`src/rtl/branch_resolve_pkg.sv`:
```
// Shared constants and types for branch resolution: opcodes, condition codes, flag bit indices.
// No logic; pure definitions.
// Imported by branch_cond and branch_resolve.
package branch_resolve_pkg;

    localparam logic [3:0] OP_B  = 4'b1100;
    localparam logic [3:0] OP_BR = 4'b1101;

    localparam logic [2:0] CC_NE = 3'b000;
    localparam logic [2:0] CC_EQ = 3'b001;
    localparam logic [2:0] CC_GT = 3'b010;
    localparam logic [2:0] CC_LT = 3'b011;
    localparam logic [2:0] CC_GE = 3'b100;
    localparam logic [2:0] CC_LE = 3'b101;
    localparam logic [2:0] CC_OV = 3'b110;
    localparam logic [2:0] CC_AL = 3'b111;

    localparam int FLAG_Z = 0;
    localparam int FLAG_V = 1;
    localparam int FLAG_N = 2;

    typedef enum logic [1:0] {
        ST_IDLE   = 2'd0,
        ST_WAIT   = 2'd1,
        ST_SHADOW = 2'd2
    } br_state_e;

    function automatic logic is_branch_op(input logic [3:0] op);
        return (op == OP_B) || (op == OP_BR);
    endfunction

endpackage

```
`src/rtl/branch_resolve_cond.sv`:
```
// Condition evaluator: maps a 3-bit condition code and {N,V,Z} flags to a taken decision.
// Latency: purely combinational.
// Backpressure: none; stateless.
module branch_cond
    import branch_resolve_pkg::*;
(
    input  logic [2:0] ccc,
    input  logic [2:0] flags,
    output logic       taken
);

    logic z, v, n;
    assign z = flags[FLAG_Z];
    assign v = flags[FLAG_V];
    assign n = flags[FLAG_N];

    // Decode the condition code against the supplied flags
    always_comb begin
        taken = 1'b0;
        unique case (ccc)
            CC_NE:   taken = !z;
            CC_EQ:   taken = z;
            CC_GT:   taken = !z && !n;
            CC_LT:   taken = n;
            CC_GE:   taken = z || !n;
            CC_LE:   taken = z || n;
            CC_OV:   taken = v;
            CC_AL:   taken = 1'b1;
            default: taken = 1'b0;
        endcase
    end

endmodule

```
`src/rtl/branch_resolve.sv`:
```
// Flag register, B/BR resolution in decode, flag-hazard stall FSM and branch counters.
// Latency: redirect/squash/stall are combinational in the ID cycle; flags visible one edge after EX writes.
// Backpressure: stall_in freezes flags, FSM and counters and masks all control outputs.
// Optional: define BRANCH_FLAG_BYPASS_EN to forward EX flags into decode (removes the hazard stall).
module branch_resolve
    import branch_resolve_pkg::*;
#(
    parameter int W     = 16,
    parameter int CNT_W = 16
) (
    input  logic             clk,
    input  logic             rst,
    input  logic             stall_in,
    input  logic             ex_valid,
    input  logic [2:0]       ex_flag_d,
    input  logic [2:0]       ex_flag_wen,
    input  logic             id_valid,
    input  logic [3:0]       id_opcode,
    input  logic [2:0]       id_ccc,
    input  logic [8:0]       id_imm9,
    input  logic [W-1:0]     id_rs_data,
    input  logic [W-1:0]     id_pc_plus2,
    output logic [2:0]       flag,
    output logic             br_taken,
    output logic [W-1:0]     br_target,
    output logic             flush_ifid,
    output logic             id_stall,
    output logic [CNT_W-1:0] br_cnt,
    output logic [CNT_W-1:0] taken_cnt
);

    br_state_e        state_q, state_d;
    logic [2:0]       flag_q, flag_d;
    logic [CNT_W-1:0] br_cnt_q, br_cnt_d;
    logic [CNT_W-1:0] taken_cnt_q, taken_cnt_d;

    logic             is_br;
    logic             hazard;
    logic [2:0]       eval_flags;
    logic             cond_taken;
    logic             resolve;
    logic             taken_c, flush_c, stall_c;
    logic [W-1:0]     target_b;

    // Bits of the flag register that EX is writing this cycle
    logic [2:0]       ex_wmask;
    assign ex_wmask = {3{ex_valid}} & ex_flag_wen;

    assign is_br = id_valid && is_branch_op(id_opcode);

`ifdef BRANCH_FLAG_BYPASS_EN
    // Forward in-flight EX flags so decode never waits on them
    assign eval_flags = (flag_q & ~ex_wmask) | (ex_flag_d & ex_wmask);
    assign hazard     = 1'b0;
`else
    // Decode sees only committed flags; a conditional branch behind a flag writer must wait
    assign eval_flags = flag_q;
    assign hazard     = (id_ccc != CC_AL) && (|ex_wmask);
`endif

    branch_cond u_cond (
        .ccc   (id_ccc),
        .flags (eval_flags),
        .taken (cond_taken)
    );

    // PC-relative target: word offset scaled to bytes, wraps modulo 2^W
    assign target_b  = id_pc_plus2 + {{(W-10){id_imm9[8]}}, id_imm9, 1'b0};
    assign br_target = (id_opcode == OP_BR) ? id_rs_data : target_b;

    // Resolution FSM next state and combinational control outputs
    always_comb begin
        state_d = state_q;
        resolve = 1'b0;
        taken_c = 1'b0;
        flush_c = 1'b0;
        stall_c = 1'b0;
        if (!stall_in) begin
            unique case (state_q)
                ST_IDLE: begin
                    if (is_br) begin
                        if (hazard) begin
                            stall_c = 1'b1;
                            state_d = ST_WAIT;
                        end else begin
                            resolve = 1'b1;
                            if (cond_taken) begin
                                taken_c = 1'b1;
                                flush_c = 1'b1;
                                state_d = ST_SHADOW;
                            end
                        end
                    end
                end
                ST_WAIT: begin
                    // Same ID instruction, flags now committed
                    state_d = ST_IDLE;
                    if (is_br) begin
                        resolve = 1'b1;
                        if (cond_taken) begin
                            taken_c = 1'b1;
                            flush_c = 1'b1;
                            state_d = ST_SHADOW;
                        end
                    end
                end
                ST_SHADOW: begin
                    // Slot behind a taken branch is squashed; ignore whatever ID holds
                    state_d = ST_IDLE;
                end
                default: state_d = ST_IDLE;
            endcase
        end
    end

    // Outputs are forced quiet while reset is held
    assign br_taken   = taken_c && !rst;
    assign flush_ifid = flush_c && !rst;
    assign id_stall   = stall_c && !rst;

    // Flag and counter next-state
    always_comb begin
        flag_d      = flag_q;
        br_cnt_d    = br_cnt_q;
        taken_cnt_d = taken_cnt_q;
        if (!stall_in) begin
            flag_d = (flag_q & ~ex_wmask) | (ex_flag_d & ex_wmask);
            if (resolve) begin
                br_cnt_d = br_cnt_q + CNT_W'(1);
            end
            if (taken_c) begin
                taken_cnt_d = taken_cnt_q + CNT_W'(1);
            end
        end
    end

    // State, flag register and counters
    always_ff @(posedge clk or posedge rst) begin
        if (rst) begin
            state_q     <= ST_IDLE;
            flag_q      <= 3'b000;
            br_cnt_q    <= '0;
            taken_cnt_q <= '0;
        end else begin
            state_q     <= state_d;
            flag_q      <= flag_d;
            br_cnt_q    <= br_cnt_d;
            taken_cnt_q <= taken_cnt_d;
        end
    end

    assign flag      = flag_q;
    assign br_cnt    = br_cnt_q;
    assign taken_cnt = taken_cnt_q;

endmodule
```
`config.mk`:
```
export PLATFORM = sky130hd
export DESIGN_NAME = branch_resolve
export DESIGN_NICKNAME = d
export VERILOG_FILES = /design/src/rtl/branch_resolve_pkg.sv /design/src/rtl/branch_resolve_cond.sv /design/src/rtl/branch_resolve.sv
export SDC_FILE = /design/constraint.sdc
export NUM_CORES = 1
export LEC_CHECK = 0
export ABC_CLOCK_PERIOD_IN_PS = 5620
export BUFFER_PORTS_ARGS = -buffer_cell sky130_fd_sc_hd__buf_4
export CAP_MARGIN = 20
export CORE_MARGIN = 2
export CORE_UTILIZATION = 35
export CTS_CLUSTER_DIAMETER = 120
export DETAILED_ROUTE_END_ITERATION = 10
export PLACE_DENSITY_LB_ADDON = 0.08
export SYNTH_ARGS = -nofsm -noshare
export SYNTH_HDL_FRONTEND = slang
export SYNTH_SLANG_ARGS = --single-unit
```
`constraint.sdc`:
```
create_clock -name clk -period 5.62 [get_ports clk]
set_clock_uncertainty 0.2 [all_clocks]
set_input_delay 0.562 -clock clk [delete_from_list [all_inputs] [get_ports clk]]
set_output_delay 0.562 -clock clk [all_outputs]
set_load 0.005 [all_outputs]
```
==> results.json, run 1 <==
{
  "synthesis.area_sq_um": 2530,
  "synthArstFlopShare_pct": 100,
  "nets": 463,
  "synth_top_cell_by_area": "dfrtp_1",
  "postCtsSetupBuffers": 0,
  "ys_seq_area_share_pct": 36.6,
  "path_clk_slew_ps": 90,
  "synthTopCellsByArea": "dfrtp_1, xnor2_1, ha_1, xor2_1, nand2_1",
  "cp_common_cell": "buf_4",
  "power.density_nw_per_um2": 209,
  "grt_use_total_pct": 16.3,
  "cts-root-buf": "clkbuf_8",
  "ys_warn_count": 0,
  "cts_tree": "yes",
  "rows": 31,
  "setup.worst_path.class": "in2out",
  "synth_nets": 351,
  "synth_edf_count": 0,
  "die_h_microns": 89.1,
  "drt-initial-drc-count": 84,
  "arrival_ps": 2510,
  "yosysUniqueCellTypes": 44,
  "start_kind": "input port",
  "initial_core_util_pct": 35.5,
  "firstDrtPassIters": 5,
  "power_uw": 741,
  "max_freq_mhz": 306,
  "post_drt_wl_per_cell_microns": 13.0,
  "io_buffers": 112,
  "hpwl_microns": 4990,
  "htree_levels": 2,
  "nFillCells": 733,
  "synth_top_area_share_pct": 36.6,
  "grt_pass1_vias": 2344,
  "grt_max_degree": 39,
  "drive_gt1_share_pct": 33.2,
  "max_cap_violations": 0,
  "hp-class": "in2async",
  "synth.most_common_cell": "dfrtp_1",
  "worst-path-buf-inv": 3,
  "syn2layout_area_growth_pct": 39.7,
  "ys_ff_latch": 37,
  "synth_common_cells": "dfrtp_1, nand2_1, xnor2_1",
  "antenna_found_initial": 0,
  "fin_crit_sh_pct": 58.2,
  "grt_pass1_wl_microns": 10400,
  "slew_viol_final": 0,
  "cts_buffers": 5,
  "clock_latency_ps": 290,
  "setup_tns_ps": 0,
  "cp_slowest_cell": "o21ai_0",
  "ant_nets": 0,
  "final-setup-viol-count": 0,
  "rsz0062_at_grt": "no",
  "overflow": 0,
  "path_delay_family": "compound AO/OA/AOI/OAI gates",
  "holdBufCountCts": 0,
  "max_slew.worst_pin.slew_ps": 653,
  "peakVddDrop_uv": 85.4,
  "clkSinkCount": 37,
  "leakagePower_nw": 1.76,
  "die_w_microns": 89.1,
  "outcome": "finished, final reports clean",
  "cts.path.max_buffers": 2,
  "slew_headroom_pct": 56.5,
  "hold_violations": 0,
  "cp_max_fo": 4,
  "post_cts_resized": 0,
  "diodes": 0,
  "period_minus_slack_ps": 3270,
  "wirelength_microns": 6350,
  "fp.dieArea_sq_um": 7930,
  "vias": 2395,
  "path_cells": "buf_4, ha_1, inv_1, fa_1, nor2b_1, o31a_1, o21ai_0, a31oi_1, xnor2_1, a21oi_1, buf_4",
  "end_kind": "output pin",
  "slowest_delay_ps": 360,
  "vias_per_cell": 4.92,
  "synth-main-ff-cell": "dfrtp_1",
  "cp_data_required_time_ps": 4860,
  "gp_congestion": 0.773,
  "syn_area_per_cell_sq_um": 9.21,
  "drcViolationCount": 0,
  "ios": 113,
  "core_area_sq_um": 7140,
  "synth_cells": 275
}
-- power breakdown --
group          total, mW  internal, mW  switching, mW
clock              0.192        0.0881          0.104
combinational      0.231         0.134         0.0969
sequential         0.318         0.283         0.0344
-- tightest hold or removal path, delay by kind of cell --
family | cells | cell delay (ps)
buf+inv | 3 | 550
-- metal layers --
| metal | vias to the layer above | global-route usage (%) | share of wire (%) |
|---|---|---|---|
| li1 | 1211 | - | - |
| met1 | 1092 | 21.0 | 44 |
| met2 | 88 | 27.0 | 48 |
| met3 | 4 | 4.52 | 6.9 |
| met4 | 0 | 4.07 | 1.0 |
| met5 | - | 0 | 0 |
-- per-stage QoR --
step | utilization (%) | instance area, sq um | setup slack (ps) | instances | hold WS [ps]
2_1_floorplan | - | 2530 | 2850 | 275 | 239
3_3_place_gp | 48.3 | 3450 | 2380 | 479 | 265
3_5_place_dp | 48.3 | 3450 | 2330 | 479 | 268
4_1_cts | 49.6 | 3540 | 2330 | 487 | 207
5_1_grt | 49.6 | 3540 | 2200 | 487 | 236
6_report | 49.6 | 3540 | 2350 | 487 | 187
-- final cells by class --
cell class | instances | area, sq um | share of cell area (%)
timing repair buffer | 113 | 848 | 24.0
tap | 99 | 124 | 3.50
clock inverter | 3 | 21.3 | 0.601
inverter | 5 | 18.8 | 0.530
sequential | 37 | 926 | 26.2
clock buffer | 5 | 68.8 | 1.94
multi-input combinational | 225 | 1530 | 43.3
-- placed cells by master, fill, tap and decap left out, types with 2 or more instances in the layout --
master	n
clkbuf_8	5
and3b_1	2
xor2_1	15
and3_1	10
nand3_1	8
a31oi_1	2
mux2_2	4
nor2_1	18
buf_4	113
o21a_1	2
a21oi_1	19
nand2b_1	4
nor3b_1	2
a21o_1	3
nand2_1	28
o21ai_0	16
xnor2_1	28
nor3_1	3
a211oi_1	6
and4_1	2
and2_1	2
inv_1	5
dfrtp_1	37
or2_2	2
ha_1	16
nor2b_1	3
nand4_1	15
-- final timing paths --
kind	endpoint	startpoint	cells past startpoint	slack, ps
worst max-delay path	br_target[15]	id_imm9[0]	11	2350
worst min-delay path	br_cnt[4]	rst	3	190
worst max register to register	taken_cnt[1]	state_q[1]	5	3260
worst min register to register	taken_cnt[15]	taken_cnt[15]	1	270
max in group asynchronous	taken_cnt[6]	rst	3	4690
min in group clk	taken_cnt[15]	taken_cnt[15]	1	270
-- cells by family (layout without fill, tap and decap cells) --
family	count (synthesis)	in the layout	share of synthesized area, %
muxes	4	4	1.78
and+or+nand+nor	103	103	21.0
AOI/OAI and AO/OA	58	58	14.1
xor gates and xnor gates	43	43	14.9
adders and majority gates	17	17	8.70
buffers and inverters	13	126	2.96
DFF	37	37	36.6
-- state kept, by name, indices dropped and copies added (netlist names), named ones only --
name / flops
state_q: 2
taken_cnt: 16
br_cnt: 16
No activity file was read; power rests on OpenSTA's default activity.
==> run 2: changes to the inputs <==
--- a/config.mk
+++ b/config.mk
@@ -5,7 +5,7 @@
 export SDC_FILE = /design/constraint.sdc
 export NUM_CORES = 1
 export LEC_CHECK = 0
-export ABC_CLOCK_PERIOD_IN_PS = 5620
+export ABC_CLOCK_PERIOD_IN_PS = 3300
 export BUFFER_PORTS_ARGS = -buffer_cell sky130_fd_sc_hd__buf_4
 export CAP_MARGIN = 20
 export CORE_MARGIN = 2
==> constraint.sdc (replaced) <==
create_clock -name clk -period 3.3 [get_ports clk]
set_clock_uncertainty 0.2 [all_clocks]
set_input_delay 0.33 -clock clk [delete_from_list [all_inputs] [get_ports clk]]
set_output_delay 0.33 -clock clk [all_outputs]
set_load 0.005 [all_outputs]
==> run 2 against run 1 <==
- the flow now finishes with violations (hold timing)
- wire length fell by 0.31%
- total power grew 91%
- core utilization grew 0.77 points
- hold slack worse by 210 ps
- non-clock buffer count increased by 1
- global-route usage down 0.080 points
- clock-buffer cell count unchanged
- first-iteration DRC count up 21%
- critical path depth unchanged
==> results.json, run 2 (same netlist as run 1, synthesis figures left out) <==
{
  "fp.dieArea_sq_um": 7930,
  "worst_hold_slack_ps": -21.8,
  "cts-root-buf": "clkbuf_8",
  "max_slew.worst_pin.slew_ps": 546,
  "hp-class": "in2async",
  "setup_tns_ps": 0,
  "grt_pass1_vias": 2204,
  "rsz0062_at_grt": "no",
  "nFillCells": 703,
  "regArea_sq_um": 926,
  "reg2reg_depth": 6,
  "cts_buffers": 5,
  "cts.path.max_buffers": 2,
  "slew_viol_final": 0,
  "end_kind": "output pin",
  "clock_latency_ps": 290,
  "core_area_sq_um": 7140,
  "drcViolationCount": 0,
  "grt_use_total_pct": 16.2,
  "syn2layout_area_growth_pct": 41.9,
  "max_cap_violations": 0,
  "htree_levels": 2,
  "vias_per_cell": 4.86,
  "grt_pass1_wl_microns": 10200,
  "post-route-util_pct": 50.4,
  "cts_tree": "yes",
  "ios": 113,
  "post_drt_wl_per_cell_microns": 13.0,
  "wirelength_microns": 6330,
  "hold_violations": 37,
  "final_common_cell": "buf_4",
  "overflow": 0,
  "gp_congestion": 0.751,
  "postCtsSetupBuffers": 0,
  "multi_input_area_sq_um": 1530,
  "stdcell_count": 488,
  "drt-initial-drc-count": 102,
  "grt_max_degree": 38,
  "rows": 31,
  "final-setup-viol-count": 0,
  "diodes": 0,
  "clkSinkCount": 37,
  "drive_gt1_share_pct": 33.4,
  "initial_core_util_pct": 35.5,
  "hpwl_microns": 4960,
  "io_buffers": 112,
  "setup.worst_path.class": "in2out",
  "holdBufCountCts": 0,
  "max_freq_mhz": 358,
  "power.density_nw_per_um2": 394,
  "dpl.cell_count": 480,
  "peakVddDrop_uv": 198,
  "path_clk_slew_ps": 90,
  "vias": 2371,
  "post_cts_resized": 0,
  "start_kind": "input port",
  "regToRegSetupSlack_ps": 1210,
  "violations": "hold timing",
  "final_cell_mix": "buf_4, dfrtp_1, xnor2_1, nand2_1, a21oi_1",
  "arrival_ps": 2260,
  "cp_data_required_time_ps": 2770,
  "fin_crit_sh_pct": 84.6,
  "firstDrtPassIters": 6,
  "cp_max_fo": 4,
  "dpl_worst_slack_ps": 538,
  "ant_nets": 0,
  "die_h_microns": 89.1,
  "die_w_microns": 89.1,
  "slew_headroom_pct": 63.5,
  "period_minus_slack_ps": 2790,
  "leakagePower_nw": 1.79,
  "antenna_found_initial": 0,
  "nets": 464,
  "outcome": "finished, violations left",
  "worst_slack_ps": 509
}
-- run 2: cell types whose count changed in the layout (fill, tap and decap cells not counted) --
cell / previous run / this run
bufinv_16: 0 / 2
clkinvlp_4: 1 / 0
clkinv_2: 1 / 0
buf_4: 113 / 114
-- run 2: routing by layer --
| layer | global-route usage, % | wire, microns |
|---|---|---|
| met1 | 21.9 | 2890 |
| met4 | 4.07 | 56 |
| met5 | 0 | 0 |
| met2 | 25.7 | 2960 |
| met3 | 4.43 | 420 |
-- run 2: stage by stage --
stage	area (sq um)	power [mW]	hold WS, ps
2_1_floorplan	2530	0.736	239
5_1_grt	3590	1.50	27.9
4_1_cts	3590	1.43	4.81
6_report	3590	1.42	-21.8
3_5_place_dp	3460	0.948	264
3_3_place_gp	3460	0.946	265
-- run 2: worst max-delay path: stages --
cell and delay, ps:
buf_4 110, ha_1 220, inv_1 70, fa_1 210, nor2b_1 70, o31a_1 290
o21ai_0 350, a31oi_1 170, xnor2_1 150, a21oi_1 150, buf_4 130
-- run 2: final cells by class --
class | instances | share of cell area, %
Sequential cell | 37 | 25.8
Inverter | 5 | 0.522
Tap cell | 99 | 3.45
Timing Repair Buffer | 114 | 23.8
Multi-Input combinational cell | 225 | 42.6
Clock inverter | 3 | 1.92
Clock buffer | 5 | 1.92
-- run 2: worst paths after layout --
kind / startpoint / to
worst max register to register: state_q[1] / taken_cnt[1]
min in group clk: ex_flag_d[0] / flop
worst min-delay path: rst / br_cnt[4]
worst min register to register: taken_cnt[15] / taken_cnt[15]
max in group asynchronous: rst / taken_cnt[5]
worst max-delay path: id_imm9[0] / br_target[15]
-- run 2: power by group --
| group | leakage [nW] | switching [mW] | internal (mW) | total (mW) |
|---|---|---|---|---|
| Sequential | 0.506 | 0.0571 | 0.483 | 0.540 |
| Combinational | 1.22 | 0.167 | 0.228 | 0.395 |
| Clock | 0.0687 | 0.178 | 0.304 | 0.482 |
